### src/rtl/rgb_hue_seq_if.sv
// rtl/rgb_hue_seq_if.sv - control and duty-output bundle of the hue sequencer
interface rgb_hue_seq_if;
   logic       en;
   logic       restart;
   logic [6:0] bright;
   logic [9:0] duty_r;
   logic [9:0] duty_g;
   logic [9:0] duty_b;
   logic [2:0] seg;
   logic       upd;

   // Controller side: drives run controls, observes duties
   modport master (
      output en,
      output restart,
      output bright,
      input  duty_r,
      input  duty_g,
      input  duty_b,
      input  seg,
      input  upd
   );

   // Sequencer side
   modport slave (
      input  en,
      input  restart,
      input  bright,
      output duty_r,
      output duty_g,
      output duty_b,
      output seg,
      output upd
   );
endinterface

### src/rtl/rgb_hue_seq.sv
// rtl/rgb_hue_seq.sv - colour-wheel sequencer producing brightness-scaled RGB duties
module rgb_hue_seq #(
   parameter int CLK_FRE = 50_000_000,
   parameter int STEP_HZ = 100
) (
   input  logic         clk,
   input  logic         rst_n,
   rgb_hue_seq_if.slave bus
);
   localparam int            DIV       = CLK_FRE / STEP_HZ;
   localparam int            PW        = (DIV > 2) ? $clog2(DIV) : 1;
   localparam logic [PW-1:0] PCNT_LAST = PW'(DIV - 1);
   localparam logic [6:0]    K_LAST    = 7'd99;
   localparam logic [6:0]    FULL      = 7'd100;
   localparam logic [2:0]    SEG_LAST  = 3'd5;

   logic [PW-1:0] pcnt;
   logic [2:0]    seg_q;
   logic [6:0]    k_q;
   logic          tick;
   logic          tick_d;
   logic [6:0]    bc;
   logic [6:0]    rise;
   logic [6:0]    fall;
   logic [6:0]    raw_r;
   logic [6:0]    raw_g;
   logic [6:0]    raw_b;
   logic [9:0]    duty_r_q;
   logic [9:0]    duty_g_q;
   logic [9:0]    duty_b_q;
   logic          upd_q;

   // raw level times clamped brightness over 100; 100*100 fits the 14-bit product
   function automatic logic [9:0] scale(input logic [6:0] raw, input logic [6:0] b);
      logic [13:0] prod;
      prod = 14'(raw) * 14'(b);
      return 10'(prod / 14'd100);
   endfunction

   assign tick = bus.en && (pcnt == PCNT_LAST);
   assign bc   = (bus.bright > FULL) ? FULL : bus.bright;
   assign rise = k_q;
   assign fall = FULL - k_q;

   // Prescaler: counts only while enabled so a paused period resumes where it stopped
   always_ff @(posedge clk or negedge rst_n) begin
      if (!rst_n) begin
         pcnt <= '0;
      end else if (bus.restart) begin
         pcnt <= '0;
      end else if (bus.en) begin
         if (tick) pcnt <= '0;
         else      pcnt <= pcnt + 1'b1;
      end
   end

   // Hue position: 100 steps per segment, six segments per wheel; restart beats tick
   always_ff @(posedge clk or negedge rst_n) begin
      if (!rst_n) begin
         seg_q <= '0;
         k_q   <= '0;
      end else if (bus.restart) begin
         seg_q <= '0;
         k_q   <= '0;
      end else if (tick) begin
         if (k_q == K_LAST) begin
            k_q   <= '0;
            seg_q <= (seg_q == SEG_LAST) ? 3'd0 : seg_q + 3'd1;
         end else begin
            k_q <= k_q + 7'd1;
         end
      end
   end

   // Raw per-channel level from the current segment and step
   always_comb begin
      raw_r = '0;
      raw_g = '0;
      raw_b = '0;
      case (seg_q)
         3'd0: begin raw_r = FULL; raw_g = rise; end
         3'd1: begin raw_r = fall; raw_g = FULL; end
         3'd2: begin raw_g = FULL; raw_b = rise; end
         3'd3: begin raw_g = fall; raw_b = FULL; end
         3'd4: begin raw_r = rise; raw_b = FULL; end
         3'd5: begin raw_r = FULL; raw_b = fall; end
         default: begin raw_r = '0; raw_g = '0; raw_b = '0; end
      endcase
   end

   // Duty registers refresh every clock so brightness changes land without a tick
   always_ff @(posedge clk or negedge rst_n) begin
      if (!rst_n) begin
         duty_r_q <= '0;
         duty_g_q <= '0;
         duty_b_q <= '0;
      end else begin
         duty_r_q <= scale(raw_r, bc);
         duty_g_q <= scale(raw_g, bc);
         duty_b_q <= scale(raw_b, bc);
      end
   end

   // Update strobe delayed two edges from the tick so it lines up with the new duties
   always_ff @(posedge clk or negedge rst_n) begin
      if (!rst_n) begin
         tick_d <= 1'b0;
         upd_q  <= 1'b0;
      end else begin
         tick_d <= tick && !bus.restart;
         upd_q  <= tick_d;
      end
   end

   assign bus.duty_r = duty_r_q;
   assign bus.duty_g = duty_g_q;
   assign bus.duty_b = duty_b_q;
   assign bus.seg    = seg_q;
   assign bus.upd    = upd_q;
endmodule

### src/flat_wrapper.sv
// flat-port wrapper written by rule: the top's interface ports become plain ports
module rgb_hue_seq_flat 
#(
   parameter int CLK_FRE = 50_000_000,
   parameter int STEP_HZ = 100
)
  (clk, rst_n, bus_en, bus_restart, bus_bright, bus_duty_r, bus_duty_g, bus_duty_b, bus_seg, bus_upd);
  rgb_hue_seq_if bus_i ();
  input  logic clk;
  input  logic rst_n;
  input wire logic [$bits(bus_i.en)-1:0] bus_en;
  input wire logic [$bits(bus_i.restart)-1:0] bus_restart;
  input wire logic [$bits(bus_i.bright)-1:0] bus_bright;
  output wire logic [$bits(bus_i.duty_r)-1:0] bus_duty_r;
  output wire logic [$bits(bus_i.duty_g)-1:0] bus_duty_g;
  output wire logic [$bits(bus_i.duty_b)-1:0] bus_duty_b;
  output wire logic [$bits(bus_i.seg)-1:0] bus_seg;
  output wire logic [$bits(bus_i.upd)-1:0] bus_upd;
  assign bus_i.en = bus_en;
  assign bus_i.restart = bus_restart;
  assign bus_i.bright = bus_bright;
  assign bus_duty_r = bus_i.duty_r;
  assign bus_duty_g = bus_i.duty_g;
  assign bus_duty_b = bus_i.duty_b;
  assign bus_seg = bus_i.seg;
  assign bus_upd = bus_i.upd;
  rgb_hue_seq #(.CLK_FRE(CLK_FRE), .STEP_HZ(STEP_HZ)) u_core (.clk(clk), .rst_n(rst_n), .bus(bus_i));
endmodule
### config.mk
export PLATFORM = sky130hd
export DESIGN_NAME = rgb_hue_seq_flat
export DESIGN_NICKNAME = d
export VERILOG_FILES = /design/src/rtl/rgb_hue_seq_if.sv /design/src/rtl/rgb_hue_seq.sv /design/src/flat_wrapper.sv
export SDC_FILE = /design/constraint.sdc
export NUM_CORES = 1
export LEC_CHECK = 0
export CORE_ASPECT_RATIO = 1.5
export CORE_MARGIN = 1.5
export CORE_UTILIZATION = 60
export CTS_BUF_LIST = sky130_fd_sc_hd__clkbuf_2 sky130_fd_sc_hd__clkbuf_4 sky130_fd_sc_hd__clkbuf_8
export DETAILED_ROUTE_END_ITERATION = 8
export GPL_ROUTABILITY_DRIVEN = 1
export PLACE_DENSITY = 0.88
export SETUP_SLACK_MARGIN = 0.1
export SLEW_MARGIN = 25
export SYNTH_ARGS = -nofsm -noshare
export SYNTH_HDL_FRONTEND = slang
export SYNTH_SLANG_ARGS = --single-unit
export TNS_END_PERCENT = 30
### constraint.sdc
create_clock -name clk -period 11.9 [get_ports clk]
set_input_delay 2.38 -clock clk [delete_from_list [all_inputs] [get_ports clk]]
set_output_delay 2.38 -clock clk [all_outputs]
set_load 0.05 [all_outputs]
==> metrics.txt <==
# TYPE chip_impl_metric gauge
chip_impl_info{name="run_status",value="completed"} 1
chip_impl_info{name="yosys.area.top_type",value="sky130_fd_sc_hd__fa_1"} 1
chip_impl_metric{name="synth_seq_cells",unit=""} 55
chip_impl_info{name="crit-reg2reg-launch",value="u_core.k_q[1]"} 1
chip_impl_metric{name="critical_path_arrival",unit="ps"} 11610
chip_impl_metric{name="cts_sinks",unit=""} 55
chip_impl_info{name="tritoncts_clock_tree",value="done"} 1
chip_impl_metric{name="max_clock_freq",unit="MHz"} 88.0
chip_impl_metric{name="drtPass1Iterations",unit=""} 6
chip_impl_metric{name="detail-route-antenna-nets",unit=""} 0
chip_impl_metric{name="whs_path_depth",unit=""} 0
chip_impl_metric{name="final_design_area_no_fill",unit="um2"} 12400
chip_impl_metric{name="fin_skew",unit="ps"} 26.8
chip_impl_metric{name="post_synth_inst_count",unit=""} 1479
chip_impl_metric{name="synth_top_area_share",unit="%"} 12.4
chip_impl_metric{name="deepest_level_of_the_cts_h_tree",unit=""} 2
chip_impl_info{name="slowest_stage",value="sky130_fd_sc_hd__fa_1"} 1
chip_impl_metric{name="finalWeightedCongestion",unit=""} 0.950
chip_impl_metric{name="initial_utilization",unit="%"} 60.9
chip_impl_metric{name="final_layout_size_suffix_gt1_share",unit="%"} 8.54
chip_impl_info{name="grt_setup_unrepaired",value="yes"} 1
chip_impl_metric{name="num_antenna_cells",unit=""} 0
chip_impl_metric{name="track_usage",unit="%"} 30.5
chip_impl_metric{name="syn_area",unit="um2"} 11600
chip_impl_info{name="min-delay-start",value="u_core.tick_d"} 1
chip_impl_metric{name="fillCellCount",unit=""} 1636
chip_impl_info{name="synth.top_cells.by_area",value="sky130_fd_sc_hd__fa_1, sky130_fd_sc_hd__dfrtp_1, sky130_fd_sc_hd__ha_1"} 1
chip_impl_metric{name="async_reset_ff_share",unit="%"} 100
chip_impl_metric{name="antenna_found_initial",unit=""} 0
chip_impl_metric{name="cts_setup_buffers",unit=""} 0
chip_impl_metric{name="report.final.hold_viol_count",unit=""} 0
chip_impl_metric{name="critPathRequiredTime",unit="ps"} 12150
chip_impl_metric{name="flow.area_growth_from_synthesis",unit="%"} 6.71
chip_impl_metric{name="tritoncts.num_buffers",unit=""} 5
chip_impl_metric{name="post_synth.cell_area_avg",unit="um2"} 7.83
chip_impl_metric{name="cellPowerDensity",unit="nW/um2"} 132
chip_impl_metric{name="cts-root-to-sink-buffers",unit=""} 2
chip_impl_metric{name="critPathMaxStageDelay",unit="ps"} 550
chip_impl_metric{name="ff2ff_path_depth",unit=""} 33
chip_impl_metric{name="clock_power_share",unit="%"} 8.3
chip_impl_info{name="yosys_most_used_dff",value="sky130_fd_sc_hd__dfrtp_1"} 1
chip_impl_info{name="synthMostInstantiatedCell",value="sky130_fd_sc_hd__nor2_1"} 1
chip_impl_metric{name="power.combinational.fraction",unit="%"} 78.8
chip_impl_metric{name="overall_die_width",unit="um"} 116
chip_impl_info{name="timing.setup.critical_path_class",value="input pin to register"} 1
chip_impl_metric{name="dp_hpwl",unit="um"} 23600
chip_impl_metric{name="ir_drop",unit="mV"} 0.426
chip_impl_metric{name="post-place-cells",unit=""} 1746
chip_impl_metric{name="design.final.nets",unit=""} 1680
chip_impl_metric{name="sw_frac_of_total",unit="%"} 53.7
chip_impl_metric{name="maximum_number_of_pins_on_one_net_before_global_route_repair",unit=""} 56
chip_impl_metric{name="synth-edff-count",unit=""} 0
chip_impl_metric{name="via_count",unit=""} 11400
chip_impl_metric{name="routed_wl",unit="um"} 29700
chip_impl_info{name="timing.critical_path.from_type",value="input pin"} 1
chip_impl_metric{name="fp.dieArea",unit="um2"} 20200
chip_impl_metric{name="cp_max_fo",unit=""} 13
chip_impl_metric{name="period_share",unit="%"} 95.5
chip_impl_info{name="timing.hold.worst_endpoint",value="u_core.bus.upd"} 1
chip_impl_metric{name="synth.yosys.seq_area_share",unit="%"} 11.9
chip_impl_metric{name="internal",unit="mW"} 0.755
chip_impl_metric{name="synth_warnings",unit=""} 0
chip_impl_metric{name="number_of_top_level_design_ports",unit=""} 45
chip_impl_metric{name="detail_route.iter0.violations",unit=""} 711
chip_impl_metric{name="cts.clk_slew.worst_paths",unit="ps"} 130
chip_impl_metric{name="avgViaCountPerCell",unit=""} 6.52
chip_impl_metric{name="fin_cells",unit=""} 1754
chip_impl_info{name="critical_path.endpoint_type",value="register"} 1
chip_impl_metric{name="worst_slew_margin_rel",unit="%"} 38.0
chip_impl_metric{name="maxCapViolations",unit=""} 0
chip_impl_metric{name="wire_length_of_the_first_global_routing_pass",unit="um"} 50900
chip_impl_info{name="clock_tree.root_cell",value="sky130_fd_sc_hd__clkbuf_8"} 1
chip_impl_metric{name="fin_setup_tns",unit="ps"} 0
chip_impl_metric{name="power.sequential.fraction",unit="%"} 12.9
chip_impl_info{name="holdCritPathClass",value="register to register"} 1
chip_impl_metric{name="pins_over_their_slew_limit",unit=""} 0
chip_impl_metric{name="final_core_utilization",unit="%"} 65.0
chip_impl_metric{name="per_cell_routed_wire_length",unit="um"} 17.0
chip_impl_metric{name="final-setup-viol-count",unit=""} 0
chip_impl_metric{name="grt_pass1_vias",unit=""} 11200
chip_impl_metric{name="clk_latency",unit="ps"} 370
chip_impl_metric{name="net-switching-power",unit="mW"} 0.876
chip_impl_info{name="synth_commonest_cells",value="sky130_fd_sc_hd__nor2_1, sky130_fd_sc_hd__nand2_1, sky130_fd_sc_hd__ha_1, sky130_fd_sc_hd__inv_1, sky130_fd_sc_hd__a21oi_1"} 1
chip_impl_metric{name="die-height",unit="um"} 173
chip_impl_metric{name="fp.coreArea",unit="um2"} 19000
chip_impl_metric{name="synth.lib_cells_used.distinct",unit=""} 113
chip_impl_info{name="crit_top_cell",value="sky130_fd_sc_hd__fa_1"} 1
chip_impl_metric{name="worst-r2r-setup-slack",unit="ps"} 1770
chip_impl_metric{name="p_total",unit="mW"} 1.63
chip_impl_metric{name="post-route-drc-count",unit=""} 0
chip_impl_metric{name="io_buffer_count",unit=""} 38
chip_impl_metric{name="placement.cell_area",unit="um2"} 12200
chip_impl_metric{name="floorplan.rows",unit=""} 62
chip_impl_metric{name="gr-total-overflow",unit=""} 0
chip_impl_metric{name="leakagePower",unit="nW"} 5.69
chip_impl_info{name="timing.rr.end",value="u_core.bus.duty_r[0]"} 1
chip_impl_metric{name="period_needed",unit="ps"} 11360
chip_impl_metric{name="worst_pin_slew",unit="ps"} 925
## worst max-delay path: cells and delay by family
kind	cells	cell delay [ps]
AO/OA/AOI/OAI	12	3070
adder cells (fa/ha/maj)	6	2790
AND/OR/NAND/NOR	4	1250
buffers and inverters	6	1200
multiplexers	2	530
XOR/XNOR	1	380
## cells in the final DEF (no fill, tap or decap), types with 8 or more instances in the layout
cell and count:
sky130_fd_sc_hd__nor3_1 46, sky130_fd_sc_hd__nand4_1 19, sky130_fd_sc_hd__nand3_1 44, sky130_fd_sc_hd__o21ai_1 20
sky130_fd_sc_hd__xnor2_1 43, sky130_fd_sc_hd__or2_2 17, sky130_fd_sc_hd__a21o_1 22, sky130_fd_sc_hd__o21ai_0 53
sky130_fd_sc_hd__nor4_1 12, sky130_fd_sc_hd__ha_1 100, sky130_fd_sc_hd__dfrtp_1 55, sky130_fd_sc_hd__xor2_1 38
sky130_fd_sc_hd__o211ai_1 16, sky130_fd_sc_hd__a31oi_1 19, sky130_fd_sc_hd__a211o_1 12, sky130_fd_sc_hd__mux2i_1 12
sky130_fd_sc_hd__nor2b_1 9, sky130_fd_sc_hd__inv_1 83, sky130_fd_sc_hd__a21oi_1 76, sky130_fd_sc_hd__nand2_1 113
sky130_fd_sc_hd__nor2_1 221, sky130_fd_sc_hd__and2_1 13, sky130_fd_sc_hd__fa_1 72, sky130_fd_sc_hd__a211oi_1 18
sky130_fd_sc_hd__o31ai_1 8, sky130_fd_sc_hd__o21a_1 20, sky130_fd_sc_hd__or3_1 20, sky130_fd_sc_hd__clkdlybuf4s50_1 37
sky130_fd_sc_hd__a22oi_1 12, sky130_fd_sc_hd__buf_4 26, sky130_fd_sc_hd__nand2b_1 20, sky130_fd_sc_hd__and3_1 11
## cell families (layout without fill, tap and decap cells)
family,after synthesis,after routing,synth area share (%)
compound gates,420,420,27.1
xor+xnor,86,86,6.57
fa+ha+maj,177,177,23.7
buf+inv,144,158,5.26
flops,55,55,11.9
mux,19,19,1.76
other cells,1,6,0.0324
simple gates,577,577,23.7
## final cells by class
type                    instances  area (um2)  area share (%)
flip-flops and latches         55        1380            11.1
well taps                     256         320            2.59
clock inverters                 3        33.8           0.273
clock buffers                   5        68.8           0.557
repair buffers                 64         571            4.62
inverters                      86         323            2.61
multi-input cells            1285        9670            78.2
## sequential cells by signal (all words and copies together), names as in the netlist
register	count
u_core.pcnt	19
u_core.bus.upd	1
u_core.bus.duty_r	8
u_core.k_q	7
u_core.bus.duty_g	8
u_core.bus.seg	3
u_core.tick_d	1
u_core.bus.duty_b	8
## routing by layer
layer	track usage [%]	part of all wire [%]
met5	0	0
met4	16.3	5.1
met3	3.22	4.4
met2	55.9	52
met1	33.7	38
## power by group through the flow
stage / clock [mW] / sequential, mW / combinational, mW
after detailed placement: 0 / 0.214 / 1.25
final: 0.135 / 0.211 / 1.29
after global placement: 0 / 0.214 / 1.23
after floorplan: 0 / 0.258 / 0.965
after global routing: 0.141 / 0.212 / 1.41
after CTS: 0.138 / 0.211 / 1.26
## per-stage QoR
step                worst slack, ps  hold WS (ps)
global route                   5.56           370
floorplan                      1290           331
detailed placement             50.3           338
finish                          541           364
CTS                             438           367
global placement                223           333
## repair_timing
item	in CTS	in global routing
endpoints found under the setup margin	0	3
gates resized for setup	0	12
hold buffers	0	0
## how the worst max path moves through the flow
stage                              from                    to  slack [ps]
after floorplan           bus_bright[3]  u_core.bus.duty_g[0]        1290
after detailed placement  bus_bright[6]  u_core.bus.duty_g[0]          50
after global routing      bus_bright[3]  u_core.bus.duty_r[0]           6
after CTS                 bus_bright[3]  u_core.bus.duty_r[0]         440
after global placement    bus_bright[3]  u_core.bus.duty_r[0]         220
final                     bus_bright[6]  u_core.bus.duty_b[0]         540
Note: power is estimated with default switching activity, not from simulation.
